## src/rtl/muldiv_pkg.sv

```systemverilog
// Shared definitions for the multiply/divide unit: op encodings, FSM states, default sizes.
// Pure declarations; no timing or flow-control behaviour of its own.
package muldiv_pkg;

  localparam int DEF_WIDTH = 32;
  localparam int DEF_CNT_W = 6;

  localparam logic [1:0] OP_MULT  = 2'b00;
  localparam logic [1:0] OP_MULTU = 2'b01;
  localparam logic [1:0] OP_DIV   = 2'b10;
  localparam logic [1:0] OP_DIVU  = 2'b11;

  typedef enum logic [1:0] {
    IDLE = 2'd0,
    RUN  = 2'd1,
    FIN  = 2'd2
  } state_t;

endpackage

```

## src/rtl/muldiv_sign_fix.sv

```systemverilog
// Conditional two's-complement negate; gives magnitudes at capture and signed results at writeback.
// Purely combinational, zero latency, no flow control.
module muldiv_sign_fix #(
  parameter int W = 32
) (
  input  logic [W-1:0] din,
  input  logic         neg,
  output logic [W-1:0] dout
);

  assign dout = neg ? (~din + W'(1)) : din;

endmodule

```

## src/rtl/muldiv_unit.sv

```systemverilog
// Iterative MULT/MULTU/DIV/DIVU owning HI/LO; WIDTH+2 edges from start to done (divide-by-zero: 2).
// start is ignored while busy; MTHI/MTLO are honoured only when idle.
module muldiv_unit
  import muldiv_pkg::*;
#(
  parameter int WIDTH = DEF_WIDTH,
  parameter int CNT_W = DEF_CNT_W
) (
  input  logic             clk,
  input  logic             reset,
  input  logic             start,
  input  logic [1:0]       op,
  input  logic [WIDTH-1:0] a,
  input  logic [WIDTH-1:0] b,
  input  logic             write_hi,
  input  logic             write_lo,
  input  logic [WIDTH-1:0] wdata,
  output logic             busy,
  output logic             done,
  output logic             div_by_zero,
  output logic [WIDTH-1:0] hi,
  output logic [WIDTH-1:0] lo
);

  localparam logic [CNT_W-1:0] LAST = CNT_W'(WIDTH);

  state_t           state;
  logic             is_div;
  logic             sign_a;
  logic             sign_b;
  logic [WIDTH-1:0] opnd;
  logic [WIDTH-1:0] acc_hi;
  logic [WIDTH-1:0] acc_lo;
  logic [CNT_W-1:0] cnt;

  logic             is_signed_in;
  logic             a_neg;
  logic             b_neg;
  logic [WIDTH-1:0] a_mag;
  logic [WIDTH-1:0] b_mag;
  logic [WIDTH:0]   sum;
  logic [WIDTH:0]   shifted;
  logic [WIDTH:0]   diff;
  logic [2*WIDTH-1:0] prod_fix;
  logic [WIDTH-1:0] quot_fix;
  logic [WIDTH-1:0] rem_fix;

  assign is_signed_in = (op == OP_MULT) || (op == OP_DIV);
  assign a_neg        = is_signed_in & a[WIDTH-1];
  assign b_neg        = is_signed_in & b[WIDTH-1];

  muldiv_sign_fix #(.W(WIDTH)) u_abs_a (.din(a), .neg(a_neg), .dout(a_mag));
  muldiv_sign_fix #(.W(WIDTH)) u_abs_b (.din(b), .neg(b_neg), .dout(b_mag));

  // Multiply: acc_hi accumulates partial products, acc_lo shifts the multiplier out.
  assign sum = {1'b0, acc_hi} + (acc_lo[0] ? {1'b0, opnd} : '0);

  // Divide: acc_hi is the partial remainder, acc_lo shifts dividend out and quotient in.
  // Top bit of diff is a borrow, since the shifted remainder is always < 2*divisor.
  assign shifted = {acc_hi, acc_lo[WIDTH-1]};
  assign diff    = shifted - {1'b0, opnd};

  muldiv_sign_fix #(.W(2*WIDTH)) u_fix_prod (
    .din({acc_hi, acc_lo}), .neg(sign_a ^ sign_b), .dout(prod_fix));
  muldiv_sign_fix #(.W(WIDTH)) u_fix_quot (
    .din(acc_lo), .neg(sign_a ^ sign_b), .dout(quot_fix));
  muldiv_sign_fix #(.W(WIDTH)) u_fix_rem (
    .din(acc_hi), .neg(sign_a), .dout(rem_fix));

  always_ff @(posedge clk or posedge reset) begin
    if (reset) begin
      state       <= IDLE;
      is_div      <= 1'b0;
      sign_a      <= 1'b0;
      sign_b      <= 1'b0;
      opnd        <= '0;
      acc_hi      <= '0;
      acc_lo      <= '0;
      cnt         <= '0;
      busy        <= 1'b0;
      done        <= 1'b0;
      div_by_zero <= 1'b0;
      hi          <= '0;
      lo          <= '0;
    end else begin
      case (state)
        IDLE: begin
          if (write_hi) hi <= wdata;
          if (write_lo) lo <= wdata;
          if (start) begin
            is_div      <= op[1];
            sign_a      <= a_neg;
            sign_b      <= b_neg;
            cnt         <= '0;
            acc_hi      <= '0;
            busy        <= 1'b1;
            div_by_zero <= 1'b0;
            acc_lo      <= op[1] ? a_mag : b_mag;
            opnd        <= op[1] ? b_mag : a_mag;
            state       <= (op[1] && (b == '0)) ? FIN : RUN;
          end
        end
        RUN: begin
          if (cnt == LAST) begin
            state <= FIN;
            done  <= 1'b1;
            if (is_div) begin
              lo <= quot_fix;
              hi <= rem_fix;
            end else begin
              {hi, lo} <= prod_fix;
            end
          end else begin
            cnt <= cnt + CNT_W'(1);
            if (is_div) begin
              if (!diff[WIDTH]) acc_hi <= diff[WIDTH-1:0];
              else              acc_hi <= shifted[WIDTH-1:0];
              acc_lo <= {acc_lo[WIDTH-2:0], ~diff[WIDTH]};
            end else begin
              {acc_hi, acc_lo} <= {sum, acc_lo[WIDTH-1:1]};
            end
          end
        end
        FIN: begin
          // Arriving from RUN, done is already up; a divide-by-zero arrives with done low
          // and spends one extra cycle here so its done pulse lands one edge later.
          if (done) begin
            done        <= 1'b0;
            div_by_zero <= 1'b0;
            busy        <= 1'b0;
            state       <= IDLE;
          end else begin
            done        <= 1'b1;
            div_by_zero <= 1'b1;
          end
        end
        default: begin
          state <= IDLE;
          busy  <= 1'b0;
          done  <= 1'b0;
        end
      endcase
    end
  end

endmodule

```

## config.mk

```make
export PLATFORM = sky130hd
export DESIGN_NAME = muldiv_unit
export DESIGN_NICKNAME = d
export VERILOG_FILES = /design/src/rtl/muldiv_pkg.sv /design/src/rtl/muldiv_sign_fix.sv /design/src/rtl/muldiv_unit.sv
export SDC_FILE = /design/constraint.sdc
export NUM_CORES = 1
export LEC_CHECK = 0
export ABC_AREA = 1
export CORE_MARGIN = 2
export CORE_UTILIZATION = 35
export DETAILED_ROUTE_END_ITERATION = 10
export SYNTH_ARGS = -nofsm -noshare
export SYNTH_HDL_FRONTEND = slang
export SYNTH_HIERARCHICAL = 1
export SYNTH_SLANG_ARGS = --single-unit
```

## constraint.sdc

```tcl
create_clock -name clk -period 11.1 [get_ports clk]
set_input_delay 3.33 -clock clk [delete_from_list [all_inputs] [get_ports clk]]
set_output_delay 3.33 -clock clk [all_outputs]
set_load 0.02 [all_outputs]
```

# Word-level counts from Yosys, hierarchy flattened

Cells that the tools add are included.

Flip-flop bits (word level): 174
Output and inout bits: 67
Word-level logic and storage cells: 98

Add/subtract/negate cells: 8
Equal/unequal tests: 10
Muxes and demuxes: 41
Bitwise gates (word level): 11
Reductions and logical operators: 15

Operators by type and width:

| operator                | number |
|---|---|
| $mux W32                | 20 |
| $pmux W32 S2            | 4 |
| $add A32 B1 Y32 const B | 4 |
| $not A32 Y32            | 4 |
| $add A64 B1 Y64 const B | 1 |
| $mux W64                | 1 |
| $not A64 Y64            | 1 |
| $add A32 B32 Y33        | 1 |
| $sub A33 B32 Y33        | 1 |
| $logic_not A32 Y1       | 1 |
| $reduce_and A3 Y1       | 5 |
| $mux W6                 | 2 |
| $ne A2 B2 Y1 const B    | 6 |
| $pmux W6 S2             | 1 |
| $mux W2                 | 4 |
| $add A6 B1 Y6 const B   | 1 |
| $eq A6 B6 Y1 const B    | 1 |
| $pmux W1 S3             | 2 |
| $pmux W2 S3             | 1 |
| $reduce_and A2 Y1       | 3 |
| $mux W1                 | 5 |
| $eq A2 B2 Y1 const B    | 2 |
| $logic_not A2 Y1        | 2 |
| $reduce_bool A2 Y1      | 2 |
| other kinds (7)         | 10 |

# Longest topological paths before layout

Gate-level depths: netlist of run 1.

Depth after elaboration: 7
Depth in mapped cells: 20

# Modules after synthesis

Netlist of run 1, hierarchy kept.

Modules (own cells, without submodules):

| module                         | instances | cells an instance | area an instance (um^2) |
|---|---|---|---|
| muldiv_unit                    | 1         | 2297              | 14251.2 |
| muldiv_sign_fix at u_abs_a ... | 4         | 227               | 1108.6 |
| muldiv_sign_fix at u_fix_prod  | 1         | 498               | 2466.1 |

# Worst setup path before layout of run 1

No wires, ideal clock.

Kind: input-to-reg
Start: in a[0]
End: reg acc_lo[12]
Data arrival time: 4.508 ns
Data required time: 11.018 ns
Setup slack: 6.510 ns
Cell stages on the path: 11
Buffers on the path: 0
Cells stage by stage: inv_1 -> ha_1 -> nand2_2 -> nor2_4 -> nor2_4 -> nor2_4 -> xnor2_1 -> inv_1 -> a21oi_1 -> o21ai_0 -> a31oi_1

Word-level cells in the longest chain between the ends: 6

Ends and longest elaborated chain:

| item                   | line                  | RTL |
|---|---|---|
| start: declaration     | muldiv_unit.sv:13     | `input logic [WIDTH-1:0] a,` |
| $not A32 Y32           | muldiv_sign_fix.sv:11 | `assign dout = neg ? (~din + W'(1)) : din;` |
| $add A32 B1 Y32        | muldiv_sign_fix.sv:11 |  |
| $mux W32               | muldiv_sign_fix.sv:11 |  |
| via a_mag[12]          | muldiv_unit.sv:39     | `logic [WIDTH-1:0] a_mag;` |
| $mux W32               | muldiv_unit.sv:98     | `acc_lo <= op[1] ? a_mag : b_mag;` |
| $mux W32               | muldiv_unit.sv:90     | `if (start) begin` |
| $pmux W32 S2           | muldiv_unit.sv:86     | `case (state)` |
| end signal: assignment | muldiv_unit.sv:98     |  |
| end signal: assignment | muldiv_unit.sv:118    | `acc_lo <= {acc_lo[WIDTH-2:0], ~diff[WIDTH]};` |
| end signal: assignment | muldiv_unit.sv:120    | `{acc_hi, acc_lo} <= {sum, acc_lo[WIDTH-1:1]};` |
| end: declaration       | muldiv_unit.sv:33     | `logic [WIDTH-1:0] acc_lo;` |

The timed path passes the listed nets, and every way through them passes these cells. The select of a mux whose other input is x is not followed.
A chain may end at the register's enable or synchronous reset.

# Worst setup path in the final report of run 1

Start: in start
End: reg cnt[5]

Word-level cells in the longest chain between the ends: 2

Ends and longest elaborated chain:

| item                        | line               | RTL |
|---|---|---|
| start: declaration          | muldiv_unit.sv:11  | `input logic start,` |
| $ne A2 B2 Y1 (no line)      | n/a                |  |
| $reduce_and A3 Y1 (no line) | n/a                |  |
| end signal: assignment      | muldiv_unit.sv:114 | `cnt <= cnt + CNT_W'(1);` |
| end: declaration            | muldiv_unit.sv:34  | `logic [CNT_W-1:0] cnt;` |

Every way passes these cells.

==> results of run 1 <==
==> worst register-to-register path: cells and delay by family (launching register included) <==
family	cells	cell delay, ps
buf+inv	3	500
flops	1	640
simple gates	12	1300
compound gates	1	480
fa+ha+maj	2	590
==> cells by family after synthesis <==
kind of cell / share of synthesized area (%)
and+or+nand+nor: 44.8
AOI/OAI and AO/OA: 15.0
buffers and inverters: 10.7
DFF: 20.6
xor gates and xnor gates: 4.30
adders and majority gates: 4.57
==> final timing paths <==
path / startpoint / end / cells after the start
min in group asynchronous: reset / hi[4]$_DFFE_PP0P_ / 2
max in group asynchronous: reset / lo[16]$_DFFE_PP0P_ / 3
hold / removal: cnt[5]$_DFFE_PP0P_ / cnt[5]$_DFFE_PP0P_ / 1
hold reg to reg: cnt[5]$_DFFE_PP0P_ / cnt[5]$_DFFE_PP0P_ / 1
setup / recovery: start / cnt[5]$_DFFE_PP0P_ / 11
setup reg to reg: acc_lo[0]$_DFFE_PP0P_ / acc_hi[27]$_DFFE_PP0P_ / 18
==> synthesized netlist by cell type, types with 36 or more instances <==
master and instances:
inv_1 427, nand4_1 38, nand2_1 1094, dfrtp_1 174, xnor2_1 60, a31oi_1 104, nor2_2 40, xor2_1 42
nand3_1 224, nand2_2 36, ha_1 74, nor2_1 669, clkbuf_1 74, o21ai_0 273, a21oi_1 151
==> routing by layer <==
layer,global-route usage (%),vias up,wire length (µm)
met4,8.16,0,2540
met2,42.6,959,38100
met5,0,-,0
li1,-,11942,-
met3,3.30,125,5880
met1,35.5,10931,37000
==> sequential cells by signal, summed over array words and instances, names as in the netlist, 2 cells and up <==
signal	count
acc_lo	32
acc_hi	32
lo	32
opnd	32
cnt	6
hi	32
state	2
==> per-stage QoR <==
stage,setup WS (ps),instance area [µm²],cells
2_1_floorplan,3050,21200,3703
3_3_place_gp,5040,23400,4548
3_5_place_dp,5060,23400,4548
4_1_cts,5580,24000,4580
5_1_grt,5270,24000,4580
6_report,5560,24000,4580
==> cells in the final DEF, fill, tap and decap left out, types with 9 or more instances in the layout <==
cell             netlist  layout
dfrtp_1              174     173
nand2_2               36      36
a21oi_1              151     151
inv_2                  8      10
o21ai_0              273     273
nand4_1               38      38
nand2_1             1094    1094
o21ai_1               11      11
xor2_1                42      41
a31oi_1              104     104
nor2_4                34      34
xnor2_1               60      60
nor3_1                12      12
ha_1                  74      74
nor2_1               669     666
nand3b_1              17      17
nand3_1              224     224
nor2_2                40      43
inv_1                427     423
clkdlybuf4s50_1        0     168
o21ai_2                9       9
clkbuf_16              0      17
buf_4                 12      22
==> report_power, final <==
group	leakage [nW]	switching (mW)	internal (mW)
combinational	9.34	4.04	2.09
clock	0.293	0.345	0.307
sequential	2.04	0.666	0.935
==> final cells by class <==
cell class	instances	area, µm²
sequential	174	4360
inverter	439	1670
fill	6676	36000
multi-input combinational	2962	14600
clock inverter	15	185
clock buffer	17	425
tap	782	978
timing repair buffer	191	1850
==> impl_metrics.py, run 1 <==
metrics = {
    "outcome": {
        "status": "complete, no violations",
    },
    "clock_network": {
        "numCtsBuffers": 17,
        "clk_pin_slew_ps": 90,
        "hold_buffers": 0,
        "worst_skew_pair.late_latency_ps": 490,
        "htree_levels": 4,
        "clkSinkCount": 174,
        "clockBufferDepth": 2,
        "postCtsSetupBuffers": 0,
        "cts_resized": 0,
        "root_buffer": "clkbuf_16",
        "cts_tree": "yes",
    },
    "die": {
        "dieArea_um2": 62400,
        "die_h_um": 250,
        "coreArea_um2": 60000,
        "die_x_um": 250,
        "std_cell_rows": 90,
        "initial_core_util_pct": 35.2,
        "io_pins": 170,
    },
    "sta": {
        "setup_viol": 0,
        "finClkSkew_ps": 21.0,
        "min_period_ps": 5540,
        "slew_viol_final": 0,
        "setup_tns_ps": 0,
        "worstMarginPinSlew_ps": 1080,
        "min_period_over_period_pct": 49.9,
        "timing.hold.ws_ps": 504,
        "slew_headroom_pct": 27.8,
        "fmax_ghz": 0.180,
        "finalHoldViolCount": 0,
        "rsz0062_at_grt": "false",
    },
    "worst_setup_path": {
        "worstSetupPathType": "input pin to flip-flop",
        "required_ps": 11510,
        "critPathMaxFanout": 68,
        "crit_path_start_kind": "input pin",
        "r2r_slack_ps": 7480,
        "arrival_ps": 5950,
        "setup.worst_path.end_class": "flip-flop",
        "worst_path_max_delay_cell": "inv_2",
        "cp_num_buf_inv": 4,
        "cpPeakStageDelay_ps": 830,
        "cp_cell_sequence": "clkdlybuf4s50_1 -> nand2_1 -> nand2_1 -> nand2_1 -> buf_4 -> inv_2 -> nand3_1 -> inv_1 -> a21oi_1 -> or2_2 -> a31oi_1",
        "crit_path_frequent_cell": "nand2_1",
        "crit_family": "buffers and inverters",
    },
    "global_routing": {
        "grt_pass1_vias": 21652,
        "track_usage_pct": 26.0,
        "grt_max_degree": 90,
        "grt_pass1_wl_um": 126000,
        "gr-total-overflow": 0,
        "antenna_found_initial": 0,
    },
    "synthesis": {
        "synth-edff-count": 0,
        "netlist_instances": 3703,
        "postSynthAreaPerCell_um2": 5.71,
        "syn_nets": 3882,
        "yosysWarnings": 6,
        "yosys_register_bits": 174,
        "async_flop_share_pct": 100,
        "yosysTopAreaCell": "dfrtp_1",
        "synth_top_cell_area_share_pct": 20.6,
        "syn_area_um2": 21200,
        "ys_seq_area_share_pct": 20.6,
        "synth.distinct_cells": 51,
        "synth_area_leaders": "dfrtp_1, nand2_1, nor2_1",
        "synth_flop_cell": "dfrtp_1",
    },
    "finish": {
        "diodes": 0,
        "utilization_pct": 40.1,
        "nets": 3964,
        "area_growth_pct": 13.7,
        "drive_above_1_share_pct": 6.19,
    },
    "detailed_routing": {
        "firstDrtPassIters": 6,
        "drt_iter0_markers": 2254,
        "vias": 23957,
        "drcViolationCount": 0,
        "wl_um": 83500,
        "ant_nets": 0,
        "routedWlPerCell_um": 18.2,
        "vias_per_cell": 5.23,
    },
    "power_and_ir_drop": {
        "powerDensity_nw_per_um2": 349,
        "leakage_nw": 11.7,
        "peakVddDrop_v": 0.000296,
        "power.total_mw": 8.38,
    },
    "placement": {
        "hpwl_um": 64200,
        "io_buffers": 169,
        "gp_congestion": 0.934,
    },
    "run": {
        "cap_violations": 0,
    },
    "hold_path": {
        "holdCritPathClass": "flip-flop to flip-flop",
    },
}
Power figures use the tool's default switching activity.
==> inputs of run 2 (changes only) <==
- clock period: 11.1 -> 4.9 ns (I/O delays scaled with it)
==> impl_metrics.py, run 2 (same netlist as run 1, synthesis figures left out) <==
metrics = {
    "outcome": {
        "status": "complete, no violations",
    },
    "clock_network": {
        "cts_tree": "yes",
        "clk_pin_slew_ps": 70,
        "numCtsBuffers": 17,
        "hold_buffers": 0,
        "postCtsSetupBuffers": 0,
        "htree_levels": 4,
        "cts_resized": 0,
        "root_buffer": "clkbuf_16",
        "worst_skew_pair.late_latency_ps": 510,
        "clkSinkCount": 174,
        "clockBufferDepth": 2,
    },
    "detailed_routing": {
        "maxUsedRoutingLayer": "met4",
        "vias": 23977,
        "wl_um": 85000,
        "wl_met1_um": 37000,
        "wl_met2_um": 38900,
        "drt_iter0_markers": 2111,
        "routedWlPerCell_um": 18.5,
        "vias_per_cell": 5.22,
        "met3_length_um": 6170,
        "drcViolationCount": 0,
        "firstDrtPassIters": 6,
        "ant_nets": 0,
    },
    "die": {
        "std_cell_rows": 90,
        "dieArea_um2": 62400,
        "die_x_um": 250,
        "die_h_um": 250,
        "io_pins": 170,
        "coreArea_um2": 60000,
        "initial_core_util_pct": 35.2,
    },
    "sta": {
        "min_period_over_period_pct": 70.3,
        "rsz0062_at_grt": "false",
        "finClkSkew_ps": 14.6,
        "min_period_ps": 3440,
        "fmax_ghz": 0.290,
        "finalHoldViolCount": 0,
        "slew_headroom_pct": 37.7,
        "setup_tns_ps": 0,
        "setup_viol": 0,
        "slew_viol_final": 0,
        "worstMarginPinSlew_ps": 934,
    },
    "power_and_ir_drop": {
        "leakage_nw": 11.8,
        "powerDensity_nw_per_um2": 792,
        "power.total_mw": 19.2,
        "peakVddDrop_v": 0.000653,
    },
    "worst_setup_path": {
        "r2r_cells": 18,
        "critPathMaxFanout": 29,
        "arrival_ps": 3880,
        "setup.worst_path.end_class": "flip-flop",
        "worst_path_max_delay_cell": "dfrtp_1",
        "crit_path_frequent_cell": "nand2_1",
        "regToRegEndpoint": "acc_hi[25]$_DFFE_PP0P_",
        "required_ps": 5340,
        "worstSetupPathType": "flip-flop to flip-flop",
        "rr_startpoint": "acc_lo[31]$_DFFE_PP0P_",
        "cpPeakStageDelay_ps": 620,
        "r2r_slack_ps": 1460,
        "crit_path_start_kind": "flip-flop",
        "startpoint": "acc_lo[31]$_DFFE_PP0P_",
        "cp_cell_sequence": "inv_1 -> ha_1 -> fa_1 -> inv_1 -> nand2_1 -> nand2_1 -> nand3_1 -> nand2_2 -> nand2_1 -> nand2_1 -> nand2_2 -> nand2_2 -> nand2_2 -> nand2_2 -> nand3_1 -> nand3_1 -> nand2_1 -> nand2_1",
    },
    "placement": {
        "hpwl_um": 66300,
        "io_buffers": 169,
        "gp_congestion": 0.946,
    },
    "global_routing": {
        "grt_pass1_wl_um": 129000,
        "gr-total-overflow": 0,
        "grt_pass1_vias": 21897,
        "grt_max_degree": 77,
        "track_usage_pct": 26.8,
        "antenna_found_initial": 0,
    },
    "finish": {
        "diodes": 0,
        "nets": 3981,
        "area_growth_pct": 14.4,
        "layout_commonest_cell": "nand2_1",
        "drive_above_1_share_pct": 6.61,
        "final_cell_mix": "nand2_1, nor2_1, inv_1, o21ai_0, nand3_1",
    },
    "hold_path": {
        "holdCritPathClass": "flip-flop to flip-flop",
        "min_to": "busy$_DFFE_PP0P_",
        "hold_depth": 2,
        "worstHoldStart": "busy$_DFFE_PP0P_",
    },
    "run": {
        "cap_violations": 0,
    },
}
run 2: final cells by class:
type	count	area [µm²]
clock buffers	18	439
clock inverters	14	176
fillers	6681	35800
inverters	439	1670
multi-input cells	2962	14600
flip-flops and latches	174	4360
well taps	782	978
repair buffers	208	2000
run 2: power breakdown:
part | switching [mW] | internal, mW | total, mW
clock network | 0.723 | 0.784 | 1.51
registers | 1.32 | 2.12 | 3.44
logic | 9.46 | 4.78 | 14.2
run 2: per-stage QoR:
stage,instance area (µm²),setup WS [ps],instances,hold slack [ps],util (%)
2_1_floorplan,21200,1210,3703,454,-
3_3_place_gp,23600,1130,4565,506,39.3
3_5_place_dp,23600,1110,4565,503,39.3
4_1_cts,24200,1530,4597,516,40.3
5_1_grt,24200,1270,4597,563,40.3
6_report,24200,1460,4597,512,40.3
run 2: worst max-delay path, delay by kind of cell, from the launching register on:
kind                     cells  cell delay (ps)
adder cells (fa/ha/maj)      2              670
buffers and inverters        2              250
AND/OR/NAND/NOR             14             1830
flip-flops                   1              620
run 2: worst max path at each step:
stage	cells past startpoint	end
floorplan	1	acc_hi[0]$_DFFE_PP0P_
detailed placement	11	acc_lo[9]$_DFFE_PP0P_
global placement	11	acc_lo[9]$_DFFE_PP0P_
CTS	18	acc_hi[25]$_DFFE_PP0P_
finish	18	acc_hi[25]$_DFFE_PP0P_
global route	17	acc_hi[21]$_DFFE_PP0P_
run 2: metal layers:
layer / track usage, % / vias to the layer above
met1: 35.4 / 10932
li1: - / 12004
met3: 4.15 / 151
met5: 0 / -
met4: 10.0 / 0
met2: 44.0 / 890
